$ cat src/rtl/threshold_engine.sv
// Frame thresholding engine: reads each pixel from RAM, applies the selected threshold rule and writes it back in place.
// Define THRESHOLD_ENGINE_AUTO_EN to compile in the mean-derived (auto) threshold pass.
module threshold_engine #(
    parameter int PIX_W     = 8,
    parameter int ADDR_W    = 20,
    parameter int HDR_SIZE  = 54,
    parameter int PIX_COUNT = 65536
) (
    input  logic              clk,
    input  logic              rst,
    input  logic              start,
    input  logic              gray_done,
    input  logic [1:0]        mode,
    input  logic [PIX_W-1:0]  thresh,
    input  logic              auto_en,
    input  logic [PIX_W-1:0]  RAM_Q,
    output logic              RAM_ren,
    output logic              RAM_wen,
    output logic [PIX_W-1:0]  RAM_D,
    output logic [ADDR_W-1:0] RAM_addr,
    output logic [PIX_W-1:0]  thr_used,
    output logic              busy,
    output logic              done
);

    localparam logic [ADDR_W-1:0] FIRST_ADDR = ADDR_W'(HDR_SIZE);
    localparam logic [ADDR_W-1:0] LAST_ADDR  = ADDR_W'(HDR_SIZE + PIX_COUNT - 1);

    typedef enum logic [2:0] {
        IDLE,
        RD,
        WR,
        FIN
`ifdef THRESHOLD_ENGINE_AUTO_EN
        , SUM
`endif
    } state_t;

    state_t             r_state;
    state_t             w_nextState;
    logic [ADDR_W-1:0]  r_addr;
    logic [PIX_W-1:0]   r_thr;
    logic [1:0]         r_mode;
    logic               w_accept;
    logic               w_lastPix;
    logic               w_above;
    logic [PIX_W-1:0]   w_pixOut;

    assign w_accept  = (r_state == IDLE) && start && gray_done;
    assign w_lastPix = (r_addr == LAST_ADDR);

`ifdef THRESHOLD_ENGINE_AUTO_EN
    localparam int                LOG2     = $clog2(PIX_COUNT);
    localparam int                SUM_W    = PIX_W + LOG2;
    localparam logic [ADDR_W-1:0] END_ADDR = ADDR_W'(HDR_SIZE + PIX_COUNT);

    logic [SUM_W-1:0] r_sum;
    logic [SUM_W-1:0] w_sumNext;
    logic             w_sumEnd;
    logic             w_sumHasData;

    // Read data lags the address by one cycle, so the first SUM cycle has nothing to add
    // and one extra cycle at the end captures the last pixel.
    assign w_sumNext    = r_sum + SUM_W'(RAM_Q);
    assign w_sumEnd     = (r_addr == END_ADDR);
    assign w_sumHasData = (r_addr != FIRST_ADDR);
`else
    logic w_unused;
    assign w_unused = auto_en;
`endif

    always_comb begin
        w_above  = (RAM_Q > r_thr);
        w_pixOut = '0;
        case (r_mode)
            2'b00:   w_pixOut = w_above ? '1 : '0;
            2'b01:   w_pixOut = w_above ? '0 : '1;
            2'b10:   w_pixOut = w_above ? r_thr : RAM_Q;
            default: w_pixOut = w_above ? RAM_Q : '0;
        endcase
    end

    always_ff @(posedge clk or posedge rst) begin
        if (rst) begin
            r_state <= IDLE;
        end else begin
            r_state <= w_nextState;
        end
    end

    always_comb begin
        w_nextState = r_state;
        RAM_ren     = 1'b0;
        RAM_wen     = 1'b0;
        RAM_D       = '0;
        busy        = 1'b0;
        done        = 1'b0;
        case (r_state)
            IDLE: begin
                if (w_accept) begin
`ifdef THRESHOLD_ENGINE_AUTO_EN
                    w_nextState = auto_en ? SUM : RD;
`else
                    w_nextState = RD;
`endif
                end
            end
`ifdef THRESHOLD_ENGINE_AUTO_EN
            SUM: begin
                busy    = 1'b1;
                RAM_ren = !w_sumEnd;
                if (w_sumEnd) begin
                    w_nextState = RD;
                end
            end
`endif
            RD: begin
                busy        = 1'b1;
                RAM_ren     = 1'b1;
                w_nextState = WR;
            end
            WR: begin
                busy        = 1'b1;
                RAM_wen     = 1'b1;
                RAM_D       = w_pixOut;
                w_nextState = w_lastPix ? FIN : RD;
            end
            FIN: begin
                done        = 1'b1;
                w_nextState = IDLE;
            end
            default: w_nextState = IDLE;
        endcase
    end

    // Mode and threshold are captured only on an accepted start so changes mid-frame cannot leak in.
    always_ff @(posedge clk or posedge rst) begin
        if (rst) begin
            r_addr <= FIRST_ADDR;
            r_thr  <= '0;
            r_mode <= 2'b00;
`ifdef THRESHOLD_ENGINE_AUTO_EN
            r_sum  <= '0;
`endif
        end else begin
            case (r_state)
                IDLE: begin
                    if (w_accept) begin
                        r_addr <= FIRST_ADDR;
                        r_thr  <= thresh;
                        r_mode <= mode;
`ifdef THRESHOLD_ENGINE_AUTO_EN
                        r_sum  <= '0;
`endif
                    end
                end
`ifdef THRESHOLD_ENGINE_AUTO_EN
                SUM: begin
                    if (w_sumHasData) begin
                        r_sum <= w_sumNext;
                    end
                    if (w_sumEnd) begin
                        r_thr  <= w_sumNext[LOG2 +: PIX_W];
                        r_addr <= FIRST_ADDR;
                    end else begin
                        r_addr <= r_addr + ADDR_W'(1);
                    end
                end
`endif
                WR: begin
                    r_addr <= r_addr + ADDR_W'(1);
                end
                default: begin
                end
            endcase
        end
    end

    assign RAM_addr = r_addr;
    assign thr_used = r_thr;

endmodule

$ cat config.mk
export PLATFORM = sky130hd
export DESIGN_NAME = threshold_engine
export DESIGN_NICKNAME = d
export VERILOG_FILES = /design/src/rtl/threshold_engine.sv
export SDC_FILE = /design/constraint.sdc
export NUM_CORES = 1
export LEC_CHECK = 0
export CAP_MARGIN = 10
export CELL_PAD_IN_SITES_DETAIL_PLACEMENT = 0
export CELL_PAD_IN_SITES_GLOBAL_PLACEMENT = 1
export CORE_AREA = 2 2 84 86
export CTS_CLUSTER_SIZE = 28
export DETAILED_ROUTE_END_ITERATION = 8
export DIE_AREA = 0 0 86 88
export GPL_TIMING_DRIVEN = 0
export PLACE_DENSITY = 0.86
export REMOVE_ABC_BUFFERS = 1
export SLEW_MARGIN = 0
export SYNTH_ARGS = -nofsm -noshare
export SYNTH_HDL_FRONTEND = slang
export SYNTH_SLANG_ARGS = --single-unit
$ cat constraint.sdc
create_clock -name clk -period 2.5 [get_ports clk]
set_clock_uncertainty 0.15 [all_clocks]
set_input_delay 0.375 -clock clk [delete_from_list [all_inputs] [get_ports clk]]
set_output_delay 0.375 -clock clk [all_outputs]
set_load 0.01 [all_outputs]
==> qor.yml <==
status:
  status: "finished with violations"
  violations: "setup timing"
clocking:
  cts_tree: "built"
  cts_root_buffer: "clkbuf_8"
  cts_made_buffers: 5
  ctsHtreeMaxLevel: 2
  clk_latency_ns: 0.29
  hold_buffers: 0
  clock-sinks: 32
  cts_buffer_depth: 2
  clk_pin_slew_worst_paths_ns: 0.07
synthesis:
  yosysSeqAreaShare_pct: 38.82
  synth.distinct_cells: 36
  synth_edf_count: 0
  synth_warnings: 0
  syn_avg_cell_area_sq_um: 9.610
  synth_seq_cells: 32
  synth_cells: 216
  synth_ff_type: "dfrtp_1"
  postSynth.asyncResetShare_pct: 100.0
  netlist_area_sq_um: 2076
critical_path:
  r2r.worst_path.cells: 8
  regToRegStartpoint: "r_state[0]$_DFFE_PP0P_"
  ff2ff_setup_slack_ns: 0.16
  worstPathRequired_ns: 1.98
  path_max_fanout: 4
  rr_endpoint: "RAM_addr[15]$_DFFE_PP0P_"
  worstSetupStartpointType: "register"
  crit_type: "reg -> out"
  arrival_ns: 2.38
  crit_path_end_kind: "output port"
route:
  viasPerCell: 5.238
  vias: 1938
  drtAntennaViolNets: 0
  drt_iter0_markers: 115
  post-route-drc-count: 0
  drt-pass1-iter-count: 4
  post_drt_wl_per_cell_microns: 15.78
  drt_wl_total_microns: 5837
power:
  leakage_uw: 0.001377
  peakVddDrop_mv: 0.4830
  total_power_uw: 3481
  power_density_nw_per_um2: 1115
global_route:
  overflow: 0
  grt_pass1_wl_microns: 9294
  grt_pass1_vias: 1819
  antenna_found_initial: 0
  grt_max_degree: 23
  grt_usage_pct: 15.54
cells_and_area:
  fin_nets: 326
  antenna_cells: 0
  final_common_cell: "clkdlybuf4s50_1"
  utilization_pct: 46.99
  final_cell_mix: "clkdlybuf4s50_1 (45), dfrtp_1 (28), nor2_1 (21), nand2_1 (21), mux2_2 (10)"
  syn_to_final_growth_pct: 50.39
  drive_gt1_share_pct: 25.52
timing:
  finalHoldViolations: 0
  drv_slew: 0
  min_period_over_period_pct: 116.1
  layout_setup_ws_ns: -0.4017
  rsz0062_at_grt: "true"
  max_slew_margin_pct: 35.33
  setup_viol_count_final: 8
  fmax_mhz: 344.6
  fin_crit_ns: 2.902
  finalSetupTns_ns: -3.059
  tightest_slew_ns: 0.9666
floorplanning:
  fp.dieW_microns: 86
  ios: 63
  die_area_sq_um: 7568
  fp.dieH_microns: 88
  start_util_pct: 31.24
  num_rows: 30
  core_area_sq_um: 6644
placement:
  port_buffers: 61
  gp_congestion: 0.7660
  place_hpwl_microns: 3861
worst_hold_path:
  min_path_type: "in -> async"
flow_run:
  max_cap_violations: 0
[worst max path at each step]
| stage | startpoint | end | slack [ns] | cells after the start |
|---|---|---|---|---|
| 2_1_floorplan | thr_used[5]$_DFFE_PP0P_ | RAM_D[0] | -0.09 | 8 |
| 3_3_place_gp | RAM_Q[5] | RAM_D[1] | -1.22 | 9 |
| 3_5_place_dp | RAM_Q[5] | RAM_D[2] | -1.31 | 9 |
| 4_1_cts | thr_used[5]$_DFFE_PP0P_ | RAM_D[2] | -0.49 | 9 |
| 5_1_grt | thr_used[5]$_DFFE_PP0P_ | RAM_D[2] | -0.48 | 10 |
| 6_report | thr_used[5]$_DFFE_PP0P_ | RAM_D[1] | -0.40 | 10 |
[final cells by class]
class                   instances  area [sq um]
clock buffers                   6         72.57
repair buffers                 73         685.7
flip-flops and latches         32         805.8
multi-input cells             164          1374
well taps                      80         100.1
inverters                      13         48.80
clock inverters                 2         35.03
fillers                       635          3522
[sequential cells by signal, indices dropped and copies added (netlist names)]
name and count:
r_mode 2, thr_used 8, RAM_addr 20, r_state 2
[synth_stat cells, types with 4 or more instances]
| library cell | count | area [sq um] |
|---|---|---|
| nand3_1 | 6 | 30.03 |
| dfrtp_1 | 28 | 700.7 |
| o311a_1 | 8 | 80.08 |
| o21ai_0 | 10 | 50.05 |
| mux2_2 | 10 | 112.6 |
| inv_1 | 13 | 48.80 |
| buf_1 | 4 | 15.01 |
| and2_1 | 4 | 25.02 |
| nand4_1 | 6 | 37.54 |
| xor2_1 | 9 | 78.83 |
| a221o_1 | 8 | 80.08 |
| and3_1 | 13 | 81.33 |
| dfstp_2 | 4 | 105.1 |
| xnor2_1 | 8 | 70.07 |
| nand2_1 | 21 | 78.83 |
| nor2_1 | 22 | 82.58 |
| ha_1 | 14 | 175.2 |
[cell families after synthesis]
family                   after synthesis  share of synthesized area (%)
flip-flops                            32                          38.82
multiplexers                          10                          5.425
adder cells (fa/ha/maj)               14                          8.439
XOR/XNOR                              17                          7.173
buffers and inverters                 23                          4.942
AND/OR/NAND/NOR                       86                          20.98
AO/OA/AOI/OAI                         34                          14.23
[report_power, final]
group | switching, uW | internal (uW) | total (uW)
sequential | 220 | 679 | 900
combinational | 977 | 1100 | 2080
clock | 210 | 296 | 506
total | 1410 | 2070 | 3480
[timing repair]
item / in CTS / in global routing
setup endpoints to repair: 27 / 22
gates cloned: 3 / 0
pin swaps: 14 / 19
setup buffers: 10 / 1
resized for setup: 62 / 17
[worst max-delay path, stage by stage, from the launching register on]
cell	delay, ns
dfrtp_1	0.39
inv_2	0.08
ha_4	0.20
a211oi_2	0.17
nor2_1	0.09
o31a_1	0.31
a21boi_4	0.25
buf_4	0.17
a221o_1	0.14
o311a_1	0.16
buf_2	0.12
[routing by layer]
layer | vias up | share of wire [%] | global-route usage [%]
li1 | 923 | - | -
met1 | 947 | 47 | 21.55
met2 | 60 | 48 | 24.45
met3 | 8 | 4.4 | 3.393
met4 | 0 | 1.1 | 4.473
met5 | - | 0 | 0
[stage by stage]
stage          area [sq um]  setup WS, ns  std cells  hold WS [ns]
6_report               3122       -0.4017        370        0.2738
5_1_grt                3122       -0.4804        370        0.3315
4_1_cts                3030       -0.4854        369        0.2934
3_5_place_dp           2760        -1.314        348        0.3623
3_3_place_gp           2733        -1.220        347        0.3501
2_1_floorplan          2022      -0.09353        206        0.3382
No activity file was read; power rests on OpenSTA's default activity.
